`src/rtl/hazard_pkg.sv`:
```
// Shared types and widths for the pipeline hazard controller.
package hazard_pkg;

  localparam int unsigned REG_W     = 5;
  localparam int unsigned MDU_CNT_W = 4;

  typedef enum logic [1:0] {
    RUN     = 2'd0,
    MDU     = 2'd1,
    MEMWAIT = 2'd2
  } state_t;

endpackage

```
`src/rtl/perf_counter.sv`:
```
// Free-running event counter with increment enable; wraps modulo 2^CNT_W.
module perf_counter #(
  parameter int unsigned CNT_W = 32
) (
  input  logic             clk,
  input  logic             arst,
  input  logic             inc,
  output logic [CNT_W-1:0] cnt
);

  always_ff @(posedge clk or negedge arst) begin
    if (!arst) begin
      cnt <= '0;
    end else if (inc) begin
      cnt <= cnt + CNT_W'(1);
    end
  end

endmodule

```
`src/rtl/pipe_hazard_ctrl.sv`:
```
// Five-stage pipeline hazard controller: load-use stall, branch flush,
// multi-cycle MDU stall and memory-wait freeze, plus stall/flush counters.
module pipe_hazard_ctrl
  import hazard_pkg::*;
#(
  parameter int unsigned MDU_LAT = 4,
  parameter int unsigned CNT_W   = 32
) (
  input  logic             clk,
  input  logic             arst,
  input  logic [REG_W-1:0] rs1_d,
  input  logic [REG_W-1:0] rs2_d,
  input  logic [REG_W-1:0] rd_e,
  input  logic             memread_e,
  input  logic             pcsrc_e,
  input  logic             mdu_start_e,
  input  logic             mem_busy,
  output logic             en_f,
  output logic             en_d,
  output logic             en_e,
  output logic             en_m,
  output logic             srst_d,
  output logic             srst_e,
  output logic             srst_m,
  output logic [CNT_W-1:0] stall_cnt,
  output logic [CNT_W-1:0] flush_cnt
);

  state_t                 state_q, state_d;
  logic [MDU_CNT_W-1:0]   mcnt_q, mcnt_d;
  logic                   load_use;
  logic                   mdu_stall;
  logic                   run_dec;

  assign load_use = memread_e && (rd_e != '0) && ((rd_e == rs1_d) || (rd_e == rs2_d));

  always_ff @(posedge clk or negedge arst) begin
    if (!arst) begin
      state_q <= RUN;
      mcnt_q  <= '0;
    end else begin
      state_q <= state_d;
      mcnt_q  <= mcnt_d;
    end
  end

  // Next state and pipeline control; reset forces the RUN defaults.
  always_comb begin
    state_d   = state_q;
    mcnt_d    = mcnt_q;
    en_f      = 1'b1;
    en_d      = 1'b1;
    en_e      = 1'b1;
    en_m      = 1'b1;
    srst_d    = 1'b1;
    srst_e    = 1'b1;
    srst_m    = 1'b1;
    mdu_stall = 1'b0;
    run_dec   = 1'b0;

    if (!arst) begin
      state_d = RUN;
    end else if (mem_busy) begin
      en_f    = 1'b0;
      en_d    = 1'b0;
      en_e    = 1'b0;
      en_m    = 1'b0;
      state_d = MEMWAIT;
    end else begin
      unique case (state_q)
        RUN: begin
          if (mdu_start_e) begin
            mdu_stall = 1'b1;
            mcnt_d    = MDU_CNT_W'(MDU_LAT - 1);
            state_d   = MDU;
          end else begin
            run_dec = 1'b1;
          end
        end
        MDU: begin
          if (mcnt_q == '0) begin
            state_d = RUN;
          end else begin
            mdu_stall = 1'b1;
            mcnt_d    = mcnt_q - MDU_CNT_W'(1);
          end
        end
        MEMWAIT: begin
          // Resuming an interrupted MDU op keeps Execute held so it cannot leak.
          if (mcnt_q != '0) begin
            mdu_stall = 1'b1;
            mcnt_d    = mcnt_q - MDU_CNT_W'(1);
            state_d   = MDU;
          end else begin
            run_dec = 1'b1;
            state_d = RUN;
          end
        end
        default: state_d = RUN;
      endcase
    end

    if (mdu_stall) begin
      en_f   = 1'b0;
      en_d   = 1'b0;
      en_e   = 1'b0;
      srst_m = 1'b0;
    end

    // A taken branch squashes the younger instructions, making load-use moot.
    if (run_dec) begin
      if (pcsrc_e) begin
        srst_d = 1'b0;
        srst_e = 1'b0;
      end else if (load_use) begin
        en_f   = 1'b0;
        en_d   = 1'b0;
        srst_e = 1'b0;
      end
    end
  end

  perf_counter #(.CNT_W(CNT_W)) u_stall_cnt (
    .clk  (clk),
    .arst (arst),
    .inc  (!en_f),
    .cnt  (stall_cnt)
  );

  perf_counter #(.CNT_W(CNT_W)) u_flush_cnt (
    .clk  (clk),
    .arst (arst),
    .inc  (!srst_d),
    .cnt  (flush_cnt)
  );

endmodule

```
`config.mk`:
```
export PLATFORM = sky130hd
export DESIGN_NAME = pipe_hazard_ctrl
export DESIGN_NICKNAME = d
export VERILOG_FILES = /design/src/rtl/hazard_pkg.sv /design/src/rtl/perf_counter.sv /design/src/rtl/pipe_hazard_ctrl.sv
export SDC_FILE = /design/constraint.sdc
export NUM_CORES = 1
export LEC_CHECK = 0
export BUFFER_PORTS_ARGS = -buffer_cell sky130_fd_sc_hd__buf_2
export CORE_AREA = 2 2 122 65
export CTS_CLUSTER_DIAMETER = 80
export DETAILED_ROUTE_END_ITERATION = 8
export DIE_AREA = 0 0 124 67
export PLACE_DENSITY = 0.74
export SYNTH_ARGS = -nofsm -noshare
export SYNTH_HDL_FRONTEND = slang
export SYNTH_HIERARCHICAL = 1
export SYNTH_SLANG_ARGS = --single-unit
```
`constraint.sdc`:
```
create_clock -name clk -period 3.18 [get_ports clk]
set_input_delay 0.318 -clock clk [delete_from_list [all_inputs] [get_ports clk]]
set_output_delay 0.318 -clock clk [all_outputs]
set_load 0.005 [all_outputs]
```
== Word-level counts from Yosys, hierarchy flattened ==
Index checks and enable logic that the tools add are counted.
Storage, ports and cells
  register bits after elaboration: 70
  output and inout bits: 71
  word-level logic and storage cells: 60
Cells by class
  $add $sub $neg: 3
  eq/ne operators: 9
  mux-type cells: 33
  bitwise operators: 1
  reduce and logical (&&, ||, !) cells: 10
Operators by type and width (count)
  $add 32x1->32 const B: 2
  $mux 1: 22
  $mux 4: 3
  $pmux 4 s3: 1
  $eq 5x5->1: 2
  $mux 2: 4
  $ne 4x4->1 const B: 2
  $ne 2x2->1 const B: 3
  $pmux 2 s3: 1
  $reduce_and 6->1: 1
  $reduce_bool 5->1: 1
  $logic_not 4->1: 1
  $reduce_bool 4->1: 1
  $sub 4x1->4 const B: 1
  $pmux 1 s3: 1
  $reduce_bool 3->1: 1
  $eq 2x1->1 const B: 1
  $eq 2x2->1 const B: 1
  $logic_and 1x1->1: 2
  $logic_not 2->1: 1
  $pmux 1 s2: 1
  $reduce_and 2->1: 1
  $logic_or 1x1->1: 1
  $not 1->1: 1

== Longest topological paths before layout ==
  word-level depth: 9
  gate-level depth with buffers: 10
  depth with buffers taken out: 10

== By module ==
The synthesis kept the hierarchy.
Modules (own cells, without submodules)
  perf_counter: instances 2, cells each 123, area each 1448.9 um^2, seq. area each 800.8 um^2
  pipe_hazard_ctrl: instances 1, cells each 76, area each 641.9 um^2, seq. area each 150.1 um^2

== Worst setup path before layout ==
OpenSTA, ideal clock, no wires.
  kind: register to register
  start: reg state_q[0]
  end: reg u_stall_cnt.cnt[23]
  library setup time: 0.079 ns
  arrival: 2.766 ns
  data required time: 3.101 ns
  path slack: 0.335 ns
  cell stages (with the launch flop): 11
  buffers on the path: 0
  cell sequence: dfrtp_1 inv_1 ha_1 nor2b_1 o21ba_2 nand4b_1 o21ai_1 nand4_4 or4_4 nor4_2 xor2_1
Between the ends
  cells in the longest elaborated chain, start to end: 8
  elaborated cells between the ends (all ways): 13
RTL lines
  from (decl): line pipe_hazard_ctrl.sv:29  | state_t state_q, state_d;
  from (signal assigned): line pipe_hazard_ctrl.sv:42  | state_q <= state_d;
  $eq 2x2->1, or another cell as far along: line pipe_hazard_ctrl.sv:70  | unique case (state_q)
  $pmux 1 s3: line pipe_hazard_ctrl.sv:70
  $mux 1: line pipe_hazard_ctrl.sv:63  | end else if (mem_busy) begin
  $mux 1: line pipe_hazard_ctrl.sv:61  | if (!arst) begin
  $mux 1: line pipe_hazard_ctrl.sv:103  | if (mdu_stall) begin
  $mux 1: line pipe_hazard_ctrl.sv:115  | end else if (load_use) begin
  $mux 1: line pipe_hazard_ctrl.sv:112  | if (pcsrc_e) begin
  $mux 1 (*): line pipe_hazard_ctrl.sv:111  | if (run_dec) begin
  to (signal assigned): line perf_counter.sv:15  | cnt <= cnt + CNT_W'(1);
  to (decl): line perf_counter.sv:8  | output logic [CNT_W-1:0] cnt
Mark *: on every way between the ends. The rest lies on a longest branch, timed or not.
A chain may end at the register's enable or synchronous reset.

== Worst setup path in the final report ==
Same ends and word-level chain as after synthesis.

==> impl_metrics.json <==
{
  "cts.reportedPaths.clkPinSlew_ns": 0.06,
  "hold_class": "primary input to async pin",
  "grt_overflow": 0,
  "path_delay_family": "simple AND/OR/NAND/NOR gates",
  "final_max_slew_viol_count": 0,
  "cp_max_fo": 6,
  "grt_pass1_wl_um": 13000,
  "cts_buffers": 9,
  "crit_chain": "inv_1, ha_1, nor4bb_1, o21ba_2, nand4b_1, o21ai_1, buf_4, nand4_4, or4_4, nor4_2, xor2_1",
  "synth.distinct_cells": 38,
  "totalWireLength_um": 7950,
  "postCtsResizedCells": 0,
  "drt_iter0_markers": 216,
  "fin_crit_sh_pct": 93.0,
  "rsz0062_at_grt": "false",
  "hold_viol_final": 0,
  "syn_nets": 351,
  "clockRootBuffer": "clkbuf_16",
  "synth.top_cells.by_count": "70 x dfrtp_1, 38 x xnor2_1, 34 x xor2_1, 24 x nand2_1",
  "place.port_buffers": 91,
  "yosysTopAreaCellShare_pct": 49.5,
  "die_area_um2": 8310,
  "p_leak_nw": 2.25,
  "critical_path_required_ns": 3.44,
  "ios": 92,
  "track_usage_pct": 21.0,
  "pre_cts_slack_ns": 0.221,
  "drcViolationCount": 0,
  "fin_worst_skew_ns": 0.00623,
  "synth_top_cell_by_area": "dfrtp_1",
  "cts_max_path_buffers": 2,
  "drive_above_1_share_pct": 29.3,
  "vias": 2776,
  "power_density_nw_per_um2": 554,
  "cap_violations": 0,
  "layout_min_cycle_time_ns": 2.96,
  "initial_utilization_pct": 49.5,
  "finalSetupViolations": 0,
  "worstPathArrival_ns": 3.21,
  "async_flop_share_pct": 100,
  "max_freq_mhz": 338,
  "grt_max_degree": 72,
  "worst-setup-path-type": "flop to flop",
  "tightestPinTransition_ns": 0.882,
  "cp-end-kind": "flop",
  "cp.depth": 11,
  "die_w_um": 124,
  "ys_ff_latch": 70,
  "gp_congestion": 0.838,
  "htreeDepth": 3,
  "yosysSeqAreaShare_pct": 49.5,
  "grt_pass1_vias": 2597,
  "path_buf_inv": 2,
  "postCtsHoldBufs": 0,
  "synthCells": 322,
  "yosys_warnings": 6,
  "synth_ff_type": "dfrtp_1",
  "insertion_delay_ns": 0.33,
  "layout_setup_ws_ns": 0.224,
  "r2r_cells": 11,
  "fp-row-count": 22,
  "post-synth-top-count-cell": "dfrtp_1",
  "synth-edff-count": 0,
  "ant_nets": 0,
  "syn2layout_area_growth_pct": 26.1,
  "fp.coreArea_um2": 7160,
  "cts_sinks": 70,
  "slowest_delay_ns": 0.56,
  "antennaDiodeCount": 0,
  "antenna_found_initial": 0,
  "final.setup.tns_ns": 0,
  "yosys-top-cells-area": "dfrtp_1 49%, xnor2_1 9.4%, xor2_1 8.4%",
  "status": "finished clean",
  "slew_headroom_pct": 41.2,
  "hpwl_um": 6050,
  "start_kind": "flop",
  "ir_drop_mv": 0.320,
  "nets": 457,
  "drt-vias-per-instance": 5.25,
  "routedWlPerCell_um": 15.0,
  "cpMaxStageDelayCell": "or4_4",
  "cts_tree": "built",
  "syn-mean-instance-area_um2": 11.0,
  "syn_area_um2": 3540,
  "first_pass_iters": 4,
  "die_h_um": 67,
  "cts_setup_buffers": 0
}
cell families after synthesis:
| logic type | Yosys count | share of synthesized area, % |
|---|---|---|
| buf+inv | 13 | 1.48 |
| mux | 2 | 0.636 |
| xor+xnor | 72 | 17.8 |
| fa+ha+maj | 8 | 2.83 |
| simple gates | 138 | 23.4 |
| compound gates | 19 | 4.31 |
| flops | 70 | 49.5 |
state kept, by name, indices dropped and copies added, names as in the netlist:
signal	flops
mcnt_q	4
state_q	2
u_stall_cnt/cnt	32
u_flush_cnt/cnt	32
layout by cell type (no fill, tap or decap), types with 2 or more instances in the layout:
cell type	n
a21oi_1	4
and2_1	4
o22ai_1	2
nand2_1	24
nor2_1	14
nor4_2	4
and4_1	6
nor3_1	13
xor2_1	34
ha_1	8
o21a_1	4
nand4_1	20
clkinv_2	2
nand4_4	2
buf_4	5
and4_2	2
mux2_2	2
nor4_1	9
nand3_1	20
nor3b_1	3
xnor2_1	38
clkbuf_1	2
a31oi_1	2
clkbuf_16	9
dfrtp_1	70
or4_4	2
inv_1	12
bufinv_16	2
and3_1	8
buf_2	91
metal layers:
layer | vias to the layer above | GRT usage (%) | part of all wire, % | wire length (um)
met1 | 1308 | 30.9 | 51 | 4080
met5 | - | 0 | 0 | 0
met4 | 0 | 6.32 | 1.1 | 88
met2 | 99 | 28.2 | 39 | 3120
met3 | 8 | 7.96 | 8.4 | 665
li1 | 1361 | - | - | -
power breakdown:
part,switching [W],internal [W],leakage (nW)
Clock,0.000351,0.000705,0.157
Combinational,0.000165,0.000157,1.17
Sequential,0.000127,0.000969,0.929
path summary, 6_finish.rpt:
path	from	slack [ns]	end
max in group asynchronous	arst	2.38	u_stall_cnt/cnt[10]
min in group clk	mem_busy	0.23	state_q[1]
hold reg to reg	u_stall_cnt/cnt[31]	0.47	u_stall_cnt/cnt[31]
setup / recovery	state_q[0]	0.22	u_stall_cnt/cnt[23]
hold / removal	arst	0.21	state_q[0]
setup reg to reg	state_q[0]	0.22	u_stall_cnt/cnt[23]
area by class of cell:
type	count	area [um^2]
fillers	604	2690
flip-flops and latches	70	1750
multi-input cells	239	1740
repair buffers	96	493
clock buffers	12	246
well taps	96	120
clock inverters	4	70.1
inverters	12	45.0
worst reg2reg max path: stages (launching register included):
cell and delay (ns):
dfrtp_1 0.44, inv_1 0.12, ha_1 0.19, nor4bb_1 0.31, o21ba_2 0.20, nand4b_1 0.11
o21ai_1 0.14, buf_4 0.17, nand4_4 0.14, or4_4 0.56, nor4_2 0.33, xor2_1 0.18
metrics by stage:
step           total power [W]  area [um^2]  std cells  util, %  hold WS [ns]
2_1_floorplan          0.00127         3540        322        -        0.0224
3_3_place_gp           0.00142         4150        513     57.9         0.458
3_5_place_dp           0.00143         4150        513     57.9         0.466
4_1_cts                0.00250         4460        529     62.3         0.229
5_1_grt                0.00260         4460        529     62.4         0.234
6_report               0.00247         4460        529     62.4         0.213
No activity file was read; power rests on OpenSTA's default activity.
